[src/rtl/i2s_frame_rx_if.sv]
// i2s_frame_rx_if: valid/ready word stream carrying a channel tag.
// master drives data/chan/valid, slave returns ready.
interface i2s_frame_rx_if #(
  parameter int WORD_W = 32
);
  logic [WORD_W-1:0] m_data;
  logic              m_chan;
  logic              m_valid;
  logic              m_ready;

  modport master (
    output m_data,
    output m_chan,
    output m_valid,
    input  m_ready
  );

  modport slave (
    input  m_data,
    input  m_chan,
    input  m_valid,
    output m_ready
  );
endinterface

[src/rtl/i2s_frame_rx.sv]
// i2s_frame_rx: lr_clk-framed serial word capture into a tagged FWFT FIFO.
// Define I2S_FRAME_RX_PEAK_EN to enable the peak-magnitude tracker.
module i2s_frame_rx #(
  parameter int WORD_W     = 32,
  parameter int BIT_OFFSET = 1,
  parameter int FIFO_DEPTH = 4
) (
  input  logic              clk,
  input  logic              rst,
  input  logic              lr_clk,
  input  logic              sd_in,
  i2s_frame_rx_if.master    m,
  output logic              overflow,
  output logic              frame_err,
  input  logic              clear_flags,
  output logic [WORD_W-1:0] peak_abs
);
  localparam int BW = $clog2(WORD_W);
  localparam int AW = $clog2(FIFO_DEPTH);
  localparam logic [AW:0] CNT_FULL = (AW+1)'(FIFO_DEPTH);
  localparam logic [BW-1:0] BIT_LAST = BW'(WORD_W - 1);
  localparam logic [1:0] WAIT_LAST = 2'(BIT_OFFSET - 1);

  typedef enum logic [1:0] {
    S_IDLE,
    S_WAIT,
    S_SHIFT,
    S_HOLD
  } state_t;

  state_t            r_state;
  logic              r_lr_q;
  logic              r_chan;
  logic              r_push;
  logic [1:0]        r_wcnt;
  logic [BW-1:0]     r_bcnt;
  logic [WORD_W-1:0] r_shift;
  logic              w_edge;
  logic              w_short;

  assign w_edge  = lr_clk != r_lr_q;
  assign w_short = w_edge &&
                   (r_state == S_WAIT || r_state == S_SHIFT);

  always_ff @(posedge clk) begin
    if (!rst) begin
      r_state <= S_IDLE;
      r_lr_q  <= lr_clk;
      r_chan  <= 1'b0;
      r_push  <= 1'b0;
      r_wcnt  <= '0;
      r_bcnt  <= '0;
      r_shift <= '0;
    end else begin
      r_lr_q <= lr_clk;
      r_push <= 1'b0;
      if (w_edge) begin
        // any edge restarts framing; a pending push is already in r_push
        r_chan <= lr_clk;
        r_wcnt <= 2'd1;
        r_bcnt <= '0;
        if (BIT_OFFSET == 0) begin
          r_shift <= {{(WORD_W-1){1'b0}}, sd_in};
          r_bcnt  <= BW'(1);
          r_state <= S_SHIFT;
        end else if (BIT_OFFSET == 1) begin
          r_state <= S_SHIFT;
        end else begin
          r_state <= S_WAIT;
        end
      end else begin
        unique case (r_state)
          S_WAIT: begin
            r_wcnt <= r_wcnt + 2'd1;
            if (r_wcnt == WAIT_LAST)
              r_state <= S_SHIFT;
          end
          S_SHIFT: begin
            r_shift <= {r_shift[WORD_W-2:0], sd_in};
            r_bcnt  <= r_bcnt + BW'(1);
            if (r_bcnt == BIT_LAST) begin
              r_state <= S_HOLD;
              r_push  <= 1'b1;
            end
          end
          default: ;
        endcase
      end
    end
  end

  logic [WORD_W:0] r_mem [FIFO_DEPTH];
  logic [AW-1:0]   r_wr;
  logic [AW-1:0]   r_rd;
  logic [AW:0]     r_cnt;
  logic            w_full;
  logic            w_pop;
  logic            w_acc;
  logic            w_drop;

  assign w_full = r_cnt == CNT_FULL;
  assign w_pop  = m.m_valid && m.m_ready;
  assign w_acc  = r_push && (!w_full || w_pop);
  assign w_drop = r_push && w_full && !w_pop;

  assign m.m_valid = r_cnt != '0;
  assign m.m_data  = m.m_valid ? r_mem[r_rd][WORD_W-1:0] : '0;
  assign m.m_chan  = m.m_valid ? r_mem[r_rd][WORD_W] : 1'b0;

  always_ff @(posedge clk) begin
    if (w_acc)
      r_mem[r_wr] <= {r_chan, r_shift};
  end

  always_ff @(posedge clk) begin
    if (!rst) begin
      r_wr  <= '0;
      r_rd  <= '0;
      r_cnt <= '0;
    end else begin
      if (w_acc)
        r_wr <= r_wr + AW'(1);
      if (w_pop)
        r_rd <= r_rd + AW'(1);
      r_cnt <= r_cnt + (AW+1)'(w_acc) - (AW+1)'(w_pop);
    end
  end

  // set beats clear when both land in the same cycle
  always_ff @(posedge clk) begin
    if (!rst) begin
      overflow  <= 1'b0;
      frame_err <= 1'b0;
    end else begin
      if (w_drop)
        overflow <= 1'b1;
      else if (clear_flags)
        overflow <= 1'b0;
      if (w_short)
        frame_err <= 1'b1;
      else if (clear_flags)
        frame_err <= 1'b0;
    end
  end

`ifdef I2S_FRAME_RX_PEAK_EN
  localparam logic [WORD_W-1:0] ONE = WORD_W'(1);
  localparam logic [WORD_W-1:0] POS_MAX = {1'b0, {(WORD_W-1){1'b1}}};

  logic [WORD_W-1:0] r_peak;
  logic [WORD_W-1:0] w_abs;
  logic [WORD_W-1:0] w_base;

  // the most negative word has no positive twin, so it saturates
  assign w_abs = !r_shift[WORD_W-1] ? r_shift :
                 (r_shift[WORD_W-2:0] == '0) ? POS_MAX :
                 (~r_shift + ONE);
  assign w_base = clear_flags ? '0 : r_peak;

  always_ff @(posedge clk) begin
    if (!rst)
      r_peak <= '0;
    else if (w_acc && (w_abs > w_base))
      r_peak <= w_abs;
    else
      r_peak <= w_base;
  end

  assign peak_abs = r_peak;
`else
  assign peak_abs = '0;
`endif
endmodule

[src/flat_wrapper.sv]
// flat-port wrapper written by rule: the top's interface ports become plain ports
module i2s_frame_rx_flat 
#(
  parameter int WORD_W     = 32,
  parameter int BIT_OFFSET = 1,
  parameter int FIFO_DEPTH = 4
)
  (clk, rst, lr_clk, sd_in, overflow, frame_err, clear_flags, peak_abs, m_m_data, m_m_chan, m_m_valid, m_m_ready);
  i2s_frame_rx_if #(.WORD_W(WORD_W)) m_i ();
  input  logic clk;
  input  logic rst;
  input  logic lr_clk;
  input  logic sd_in;
  output logic overflow;
  output logic frame_err;
  input  logic clear_flags;
  output logic [WORD_W-1:0] peak_abs;
  output wire logic [$bits(m_i.m_data)-1:0] m_m_data;
  output wire logic [$bits(m_i.m_chan)-1:0] m_m_chan;
  output wire logic [$bits(m_i.m_valid)-1:0] m_m_valid;
  input wire logic [$bits(m_i.m_ready)-1:0] m_m_ready;
  assign m_m_data = m_i.m_data;
  assign m_m_chan = m_i.m_chan;
  assign m_m_valid = m_i.m_valid;
  assign m_i.m_ready = m_m_ready;
  i2s_frame_rx #(.WORD_W(WORD_W), .BIT_OFFSET(BIT_OFFSET), .FIFO_DEPTH(FIFO_DEPTH)) u_core (.clk(clk), .rst(rst), .lr_clk(lr_clk), .sd_in(sd_in), .m(m_i), .overflow(overflow), .frame_err(frame_err), .clear_flags(clear_flags), .peak_abs(peak_abs));
endmodule
[config.mk]
export PLATFORM = sky130hd
export DESIGN_NAME = i2s_frame_rx_flat
export DESIGN_NICKNAME = d
export VERILOG_FILES = /design/src/rtl/i2s_frame_rx_if.sv /design/src/rtl/i2s_frame_rx.sv /design/src/flat_wrapper.sv
export SDC_FILE = /design/constraint.sdc
export NUM_CORES = 1
export LEC_CHECK = 0
export ABC_AREA = 1
export BUFFER_PORTS_ARGS = -buffer_cell sky130_fd_sc_hd__buf_2
export CAP_MARGIN = 20
export CELL_PAD_IN_SITES_DETAIL_PLACEMENT = 1
export CELL_PAD_IN_SITES_GLOBAL_PLACEMENT = 2
export CORE_MARGIN = 1.5
export CORE_UTILIZATION = 25
export CTS_CLUSTER_SIZE = 10
export DETAILED_ROUTE_END_ITERATION = 12
export GPL_ROUTABILITY_DRIVEN = 0
export PLACE_DENSITY_LB_ADDON = 0.1
export SYNTH_ARGS = -nofsm -noshare
export SYNTH_HDL_FRONTEND = slang
export SYNTH_SLANG_ARGS = --single-unit
export TNS_END_PERCENT = 30
[constraint.sdc]
create_clock -name clk -period 3.3 [get_ports clk]
set_input_delay 0.33 -clock clk [delete_from_list [all_inputs] [get_ports clk]]
set_output_delay 0.33 -clock clk [all_outputs]
set_load 0.01 [all_outputs]
==> results of run 1 <==
-- how the worst min path moves through the flow --
stage          slack [ns]  cells past startpoint               end             start
6_report             0.05                      1     u_core.r_lr_q            lr_clk
5_1_grt              0.03                      1     u_core.r_lr_q            lr_clk
4_1_cts              0.03                      1     u_core.r_lr_q            lr_clk
3_5_place_dp         0.46                      2   u_core.overflow   u_core.overflow
3_3_place_gp         0.45                      2  u_core.r_bcnt[4]  u_core.r_bcnt[4]
2_1_floorplan        0.36                      0     u_core.r_lr_q            lr_clk
-- per-stage QoR --
stage	std cells	setup slack [ns]	hold slack [ns]	total power [W]	instance area, sq um
final	1229	0.635	0.0481	0.00609	8950
after global placement	1197	1.08	0.453	0.00401	8330
after global routing	1229	0.470	0.0324	0.00645	8950
after floorplan	814	0.825	0.358	0.00355	7910
after detailed placement	1197	1.04	0.461	0.00403	8330
after CTS	1229	0.626	0.0255	0.00621	8950
-- logic make-up after synthesis --
family | synth area share
buf+inv | 0.0928
compound gates | 0.0740
xor+xnor | 0.00225
flops | 0.650
other cells | 0.000481
fa+ha+maj | 0.0186
simple gates | 0.162
-- layout make-up --
class | count | area, sq um
clock inverter | 15 | 200
tap | 396 | 495
inverter | 67 | 251
fill | 3481 | 21700
timing repair buffer | 55 | 360
sequential | 187 | 5070
multi-input combinational | 492 | 2150
clock buffer | 17 | 425
-- metal layers --
layer  up-vias  routed length (um)  share of wire
met5         -                   0              0
met4         0                 225          0.012
met3        13                 435          0.023
met2        66                9430           0.50
met1      2538                8780           0.47
li1       2548                   -              -
-- flip-flops by register name, summed over array words and instances, names as in the netlist, named ones only --
signal,cells
u_core.overflow,1
u_core.frame_err,1
u_core.r_shift,32
u_core.r_state,2
u_core.r_wcnt,2
u_core.r_wr,2
u_core.r_cnt,3
u_core.r_lr_q,1
u_core.r_push,1
u_core.r_bcnt,5
u_core.r_chan,1
u_core.r_mem,132
u_core.r_rd,2
-- power by group --
| part | internal [W] | leakage [nW] | total, W | switching [W] |
|---|---|---|---|---|
| registers | 0.00258 | 1.67 | 0.00265 | 0.0000707 |
| logic | 0.000404 | 1.61 | 0.00128 | 0.000873 |
| clock network | 0.00117 | 0.304 | 0.00216 | 0.000996 |
-- cell usage in the layout, fill, tap and decap left out, types with 3 or more instances in the layout --
cell type and n:
a21oi_1 46, buf_12 4, buf_2 41, buf_4 10, clkbuf_16 17, conb_1 32, dfxtp_1 54, edfxtp_1 132
ha_1 10, inv_1 65, inv_6 3, inv_8 5, nand2_1 106, nand3_1 9, nor2_1 211, nor2_4 4
o21ai_0 35, o21ai_1 33
==> results.toml, run 1 <==
[sta]
fin_crit_ns = 2.67
tns_ns = 0
rsz0062_at_grt = "false"
fin_skew_ns = 0.0203
period_share = 0.808
worst_slew_pin_slew_ns = 0.825
setup_viol = 0
slew_violations = 0
relSlewSlack = 0.450
fmax_mhz = 375
finalHoldViolCount = 0

[die]
design.die.area_sq_um = 32200
die_h_um = 180
die_x_um = 180
std_cell_rows = 64
initial_utilization = 0.254
num_io_pins = 74
coreArea_sq_um = 30700

[critical_path]
crit_buf_inv = 2
critPathKind = "flop to output port"
cp_common_cell = "nor2_1"
startpoint_type = "flop"
cp-end-kind = "output port"
r2r_start = "u_core.r_cnt[1]"
max_stage_delay_ns = 0.63
crit_path_end = "m_m_data[1]"
rr_worst_depth = 9
required_ns = 2.97
crit_slowest_cell = "buf_4"
r2r_slack_ns = 1.19
cp_cell_sequence = "buf_4 -> nor2_1 -> nor2_1 -> o21ai_0 -> a21oi_1 -> buf_2"
cp_max_fo = 66
cp.depth = 6
r2r_end = "u_core.r_cnt[2]"
cpLargestDelayFamily = "buffers and inverters"
cp.arrival_ns = 2.34

[logic_synthesis]
syn_inst = 783
synth.area.top_cells = "edfxtp_1 51%, dfxtp_1 14%, nor2_1 10%"
synthFlopType = "edfxtp_1"
synth_common_cells = "215 x nor2_1, 132 x edfxtp_1, 107 x nand2_1, 65 x inv_1, 55 x dfxtp_1"
synth.most_common_cell = "nor2_1"
synth_edf_count = 132
avgSynthCellArea_sq_um = 9.95
synthesis.area_sq_um = 7790
synth_seq_cells = 187
yosys.area.top_type = "edfxtp_1"
ys_warn_count = 0
ys_seq_area_frac = 0.650
synthArstFlopShare = 0
synth.distinct_cells = 22
synth_top_area_frac = 0.509

[grt]
grt_pass1_wl_mm = 30.4
grt.overflow.total = 0
grt_start_max_net_pins = 67
antenna_found_initial = 0
grt_use_total = 0.121
use_met1 = 0.150
top_usage_layer = "met2"
met2_usage = 0.215
grt_util_met3 = 0.0233
grt_pass1_vias = 5396

[routing]
drcViolationCount = 0
detail_route.first_pass.iterations = 6
drt_iter0_markers = 195
drt-total-wl_mm = 18.9
antenna_left = 0
routed_via_density = 4.20
avgRoutedWirePerCell_um = 15.4
dr_total_vias = 5165

[worst_hold_path]
hold_path.class = "input pin to flop"

[clock_network]
cts_inserted_buffers = 17
clk_pin_slew_worst_paths_ns = 0.07
ctsHoldBuffers = 0
post_cts_resize_count = 0
cts_sinks = 187
cts.path.max_buffers = 2
cts_root_buf = "clkbuf_16"
postCtsSetupBuffers = 0
htree_levels = 4
cts_tree = "yes"
clock_latency_ns = 0.44

[pwr]
power_per_cell_area_nw_per_um2 = 680
ir_drop_mv = 0.347
p_leak_nw = 3.57

[layout]
areaGrowthSynthToFinish_pct = 14.9
final_core_util = 0.292
n_antenna_cell = 0
nets = 837
drive_gt1_frac = 0.113

[placement]
numPortBuffers = 41
place_hpwl_mm = 11.4

[job]
cap_violations = 0

[status]
status = "finished clean"
Power figures use the tool's default switching activity.
==> run 2: changes to the inputs <==
--- a/config.mk
+++ b/config.mk
@@ -5,7 +5,7 @@
 export SDC_FILE = /design/constraint.sdc
 export NUM_CORES = 1
 export LEC_CHECK = 0
-export ABC_AREA = 1
+export ABC_AREA = 0
 export BUFFER_PORTS_ARGS = -buffer_cell sky130_fd_sc_hd__buf_2
 export CAP_MARGIN = 20
 export CELL_PAD_IN_SITES_DETAIL_PLACEMENT = 1
==> constraint.sdc (replaced) <==
create_clock -name clk -period 2.5 [get_ports clk]
set_input_delay 0.25 -clock clk [delete_from_list [all_inputs] [get_ports clk]]
set_output_delay 0.25 -clock clk [all_outputs]
set_load 0.01 [all_outputs]
==> run 2 against run 1 <==
  * Utilization hardly changed
  * Critical path depth shrank 2
  * Clock-buffer cell count unchanged
  * First-iteration DRC count down 34%
  * Flip-flop and latch count did not move
  * Total power is 27% higher
  * Sequential share of layout area rose by 2.0 points
  * Clock skew is 0.0073 ns lower
  * Wire length fell by 21%
  * Global-route usage decreased by 2.1 points
  * Largest power group unchanged
  * Via count fell by 29%
  * Worst setup slack got worse by 0.33 ns
==> results.toml, run 2 <==
[status]
status = "finished clean"

[die]
coreArea_sq_um = 29600
initial_utilization = 0.254
std_cell_rows = 63
num_io_pins = 74
design.die.area_sq_um = 31100
die_h_um = 176
die_x_um = 176

[routing]
detail_route.first_pass.iterations = 4
routed_via_density = 3.98
drt-total-wl_mm = 14.9
drt_iter0_markers = 129
antenna_left = 0
drcViolationCount = 0
dr_total_vias = 3657
avgRoutedWirePerCell_um = 16.2

[grt]
grt_use_total = 0.101
grt_start_max_net_pins = 33
antenna_found_initial = 0
grt.overflow.total = 0
grt_pass1_wl_mm = 22.9
grt_pass1_vias = 3941

[logic_synthesis]
ys_warn_count = 0
ys_seq_area_frac = 0.675
synth_edf_count = 132
yosys.area.top_type = "edfxtp_1"
avgSynthCellArea_sq_um = 16.3
synth.distinct_cells = 38
synth_common_cells = "132 x edfxtp_1, 55 x dfxtp_1, 43 x nand2_1, 37 x mux2i_1, 35 x buf_4"
synth_seq_cells = 187
synthFlopType = "edfxtp_1"
syn_inst = 460
synth_top_area_frac = 0.528
synthArstFlopShare = 0
synthesis.area_sq_um = 7500
synth.most_common_cell = "edfxtp_1"
synth.area.top_cells = "edfxtp_1 53%, dfxtp_1 15%, mux4_2 9.0%"

[critical_path]
max_stage_delay_ns = 0.62
crit_slowest_cell = "mux4_1"
cp_max_fo = 23
cp_cell_sequence = "buf_12 -> mux4_1 -> nor2b_1 -> buf_2"
cpLargestDelayFamily = "multiplexers"
cp.arrival_ns = 1.94
critPathKind = "flop to output port"
required_ns = 2.25
cp-end-kind = "output port"
startpoint_type = "flop"
crit_buf_inv = 2

[layout]
areaGrowthSynthToFinish_pct = 15.2
postLayoutCellArea_sq_um = 8640
nets = 532
final_common_cell = "edfxtp_1"
largest_reg_flops = 132
drive_gt1_frac = 0.241
mostFrequentLayoutCells = "132 x edfxtp_1, 54 x dfxtp_1, 43 x nand2_1"
n_antenna_cell = 0
regMostFlops = "u_core.r_mem"
reg.largest.list = "u_core.r_mem: 132 flops, u_core.r_shift: 32 flops, u_core.r_bcnt: 5 flops"
fillers = 3102
final_core_util = 0.292

[clock_network]
post_cts_resize_count = 0
postCtsSetupBuffers = 0
cts_sinks = 187
cts.path.max_buffers = 2
ctsHoldBuffers = 1
clock_latency_ns = 0.42
clk_pin_slew_worst_paths_ns = 0.07
htree_levels = 4
cts_tree = "yes"
cts_root_buf = "clkbuf_16"
cts_inserted_buffers = 17

[sta]
fmax_mhz = 456
setup_viol = 0
fin_skew_ns = 0.0130
relSlewSlack = 0.576
worst_slew_pin_slew_ns = 0.636
slew_violations = 0
fin_crit_ns = 2.19
tns_ns = 0
period_share = 0.877
rsz0062_at_grt = "false"
finalHoldViolCount = 0
timing.hold.ws_ns = 0.163

[pwr]
ir_drop_mv = 0.445
power_per_cell_area_nw_per_um2 = 894
p_clk_frac = 0.342
seqPwrFrac = 0.436
p_leak_nw = 3.13
combPwrFrac = 0.222
p_switching_w = 0.00217
p_int_w = 0.00556
p_total_w = 0.00773
switching_share = 0.281

[worst_hold_path]
hold_path.class = "input pin to flop"

[placement]
numPortBuffers = 41
place_area_sq_um = 8050
place_hpwl_mm = 9.19

[job]
cap_violations = 0
## run 2: cell types whose count changed after synthesis, sizes merged, moves of 5 or more
cell	delta
nand2	-63
a21oi	-41
inv	-55
o21ai	-65
buf	-12
xnor2	+5
nor2	-203
mux4	+33
nor2b	+34
nand3	-9
and2	+6
mux2i	+37
## run 2: cells by family (layout without fill, tap and decap cells)
| group | count (synthesis) | count (layout) | share of synthesized area |
|---|---|---|---|
| AO/OA/AOI/OAI | 12 | 12 | 0.00934 |
| XOR/XNOR | 8 | 8 | 0.0103 |
| adder cells (fa/ha/maj) | 11 | 11 | 0.0193 |
| buffers and inverters | 65 | 102 | 0.0589 |
| flip-flops | 187 | 187 | 0.675 |
| multiplexers | 70 | 70 | 0.150 |
| other | 1 | 32 | 0.000500 |
| AND/OR/NAND/NOR | 106 | 106 | 0.0766 |
## run 2: metrics by stage
stage | worst slack (ns) | cells
finish | 0.306 | 918
global route | 0.185 | 918
CTS | 0.214 | 918
detailed placement | 0.511 | 885
global placement | 0.571 | 885
floorplan | 0.499 | 491
## run 2: power by group through the flow
stage,combinational [W],clock (W),sequential (W)
finish,0.00171,0.00264,0.00337
global route,0.00191,0.00284,0.00338
global placement,0.00179,0,0.00344
CTS,0.00181,0.00275,0.00337
floorplan,0.00130,0,0.00343
detailed placement,0.00180,0,0.00344
## run 2: area by class of cell
class / instances / area, sq um / share of cell area
sequential: 187 / 5070 / 0.586
inverter: 12 / 45.0 / 0.00521
clock inverter: 15 / 156 / 0.0181
tap: 390 / 488 / 0.0565
timing repair buffer: 58 / 348 / 0.0403
multi-input combinational: 239 / 2110 / 0.244
clock buffer: 17 / 425 / 0.0492
## run 2: per-layer routing
layer	global-route usage	wire length, um
met1	0.126	6970
met2	0.173	7320
met3	0.0220	394
met4	0.0331	176
met5	0	0
## run 2: worst paths after layout
kind              cells past startpoint           endpoint         startpoint  slack, ns
hold / removal                        3  u_core.r_shift[0]              sd_in       0.16
hold reg to reg                       2  u_core.r_state[1]  u_core.r_state[1]       0.50
setup / recovery                      4        m_m_data[0]               flop       0.31
setup reg to reg                      7    u_core.r_cnt[2]    u_core.r_cnt[1]       0.54
## run 2: worst reg2reg max path, cell delays in order, from the launching register on
cell      delay (ns)
dfxtp_1         0.39
o31ai_1         0.34
nand2b_1        0.20
o21ai_0         0.10
ha_1            0.21
fa_1            0.39
xnor2_1         0.18
nor2_1          0.05
==> run 3: changes to the inputs <==
--- a/config.mk
+++ b/config.mk
@@ -16,6 +16,7 @@
 export DETAILED_ROUTE_END_ITERATION = 12
 export GPL_ROUTABILITY_DRIVEN = 0
 export PLACE_DENSITY_LB_ADDON = 0.1
+export RECOVER_POWER = 50
 export SYNTH_ARGS = -nofsm -noshare
 export SYNTH_HDL_FRONTEND = slang
 export SYNTH_SLANG_ARGS = --single-unit
==> run 3 against run 2 <==
  * The run now ends with capacitance limit, slew limit left
  * Clock power barely moved
  * Final cell count did not move
  * Worst setup slack got worse by 0.0025 ns
  * Via count barely moved
  * Register-to-register slack got worse by 0.16 ns
  * Non-clock buffer count did not move
  * Global-route usage did not move
  * Flip-flop and latch count did not move
  * Combinational power barely moved
  * Sequential share of layout area rose by 0.12 points
  * Cell area fell by 0.20%
  * First-iteration DRC count fell by 2.3%
  * Critical endpoint unchanged
  * Largest power group unchanged
==> results.toml, run 3 (same netlist as run 2, synthesis figures left out) <==
[critical_path]
critPathKind = "flop to output port"
cp_max_fo = 23
cp.arrival_ns = 1.95
crit_buf_inv = 2
required_ns = 2.25
crit_slowest_cell = "mux4_1"
max_stage_delay_ns = 0.62
cp-end-kind = "output port"
cp_cell_sequence = "buf_12 -> mux4_1 -> nor2b_1 -> buf_2"
startpoint_type = "flop"
cpLargestDelayFamily = "multiplexers"

[sta]
finalHoldViolCount = 0
setup_viol = 0
fin_skew_ns = 0.0132
fmax_mhz = 455
fin_crit_ns = 2.20
relSlewSlack = -0.0129
period_share = 0.878
slew_violations = 28
rsz0062_at_grt = "false"
worst_slew_pin_slew_ns = 1.52
tns_ns = 0

[clock_network]
htree_levels = 4
cts_sinks = 187
cts.path.max_buffers = 2
cts_tree = "yes"
clock_latency_ns = 0.42
cts_inserted_buffers = 17
clk_pin_slew_worst_paths_ns = 0.07
cts_root_buf = "clkbuf_16"
post_cts_resize_count = 0

[routing]
dr_total_vias = 3656
drt_iter0_markers = 126
drt-total-wl_mm = 14.9
detail_route.first_pass.iterations = 4
drcViolationCount = 0
avgRoutedWirePerCell_um = 16.2
routed_via_density = 3.98
antenna_left = 0

[pwr]
seqPwrFrac = 0.436
p_int_w = 0.00556
p_clk_frac = 0.342
p_leak_nw = 3.11
p_total_w = 0.00773
ir_drop_mv = 0.445
power_per_cell_area_nw_per_um2 = 896
p_switching_w = 0.00217
switching_share = 0.281
combPwrFrac = 0.222

[placement]
place_hpwl_mm = 9.19
numPortBuffers = 41

[layout]
nets = 532
final_common_cell = "edfxtp_1"
drive_gt1_frac = 0.229
reg.largest.list = "u_core.r_mem: 132 flops, u_core.r_shift: 32 flops, u_core.r_bcnt: 5 flops"
regMostFlops = "u_core.r_mem"
n_antenna_cell = 0
areaGrowthSynthToFinish_pct = 14.9
largest_reg_flops = 132
mostFrequentLayoutCells = "132 x edfxtp_1, 54 x dfxtp_1, 43 x nand2_1"

[die]
die_h_um = 176
num_io_pins = 74
std_cell_rows = 63
die_x_um = 176
design.die.area_sq_um = 31100
initial_utilization = 0.254
coreArea_sq_um = 29600

[grt]
grt.overflow.total = 0
antenna_found_initial = 0
grt_use_total = 0.101
grt_start_max_net_pins = 33
grt_pass1_vias = 3941
grt_pass1_wl_mm = 22.9

[status]
status = "complete, but fails checks"
violations = "capacitance limit, slew limit"

[job]
cap_violations = 1

[worst_hold_path]
hold_path.class = "input pin to flop"
run 3: cell types whose count changed in the layout (fill, tap and decap cells not counted), sizes merged:
| cell | change |
|---|---|
| buf | -6 |
| clkbuf | +6 |
run 3: power by group through the flow:
| stage | clock network (W) | logic [W] | registers [W] |
|---|---|---|---|
| finish | 0.00264 | 0.00172 | 0.00337 |
| global route | 0.00284 | 0.00191 | 0.00337 |
| CTS | 0.00275 | 0.00181 | 0.00337 |
| detailed placement | 0 | 0.00180 | 0.00344 |
| global placement | 0 | 0.00179 | 0.00344 |
| floorplan | 0 | 0.00130 | 0.00343 |
run 3: worst paths after layout:
kind              slack [ns]           endpoint              start  depth (start not counted)
setup / recovery        0.30        m_m_data[0]               flop                          4
setup reg to reg        0.38  u_core.r_shift[5]  u_core.r_state[0]                          5
hold / removal          0.16  u_core.r_shift[0]              sd_in                          3
hold reg to reg         0.50  u_core.r_state[1]  u_core.r_state[1]                          2
run 3: final cells by class:
class | instances | area, sq um
Clock buffer | 17 | 425
Clock inverter | 15 | 156
Fill cell | 3107 | 20900
Inverter | 12 | 45.0
Multi-Input combinational cell | 239 | 2110
Sequential cell | 187 | 5070
Tap cell | 390 | 488
Timing Repair Buffer | 58 | 337
run 3: stage by stage:
| step | setup slack (ns) | cell area [sq um] | std cells | utilization | hold slack (ns) |
|---|---|---|---|---|---|
| floorplan | 0.499 | 7620 | 491 | - | 0.278 |
| global placement | 0.571 | 8050 | 885 | 0.272 | 0.412 |
| detailed placement | 0.511 | 8050 | 885 | 0.272 | 0.422 |
| CTS | 0.214 | 8640 | 918 | 0.292 | 0.136 |
| global route | 0.173 | 8620 | 918 | 0.292 | 0.156 |
| finish | 0.304 | 8620 | 918 | 0.292 | 0.159 |
run 3: what timing repair did:
| item | 4_1_cts | 5_1_grt |
|---|---|---|
| endpoints found under the hold margin | 1 | 0 |
| buffers inserted | 0 | 0 |
| hold buffers | 1 | 0 |
run 3: per-layer routing:
| layer | track usage | routed length (um) | vias to the layer above |
|---|---|---|---|
| met5 | 0 | 0 | - |
| met4 | 0.0331 | 176 | 0 |
| met3 | 0.0220 | 385 | 9 |
| met2 | 0.173 | 7330 | 44 |
| met1 | 0.126 | 6970 | 1877 |
| li1 | - | - | 1726 |
run 3: worst register-to-register path: stages, from the launching register on:
cell and delay (ns):
dfxtp_1 0.38, inv_1 0.06, ha_1 0.34, nand2_2 0.10, clkbuf_2 0.86, mux2i_1 0.29
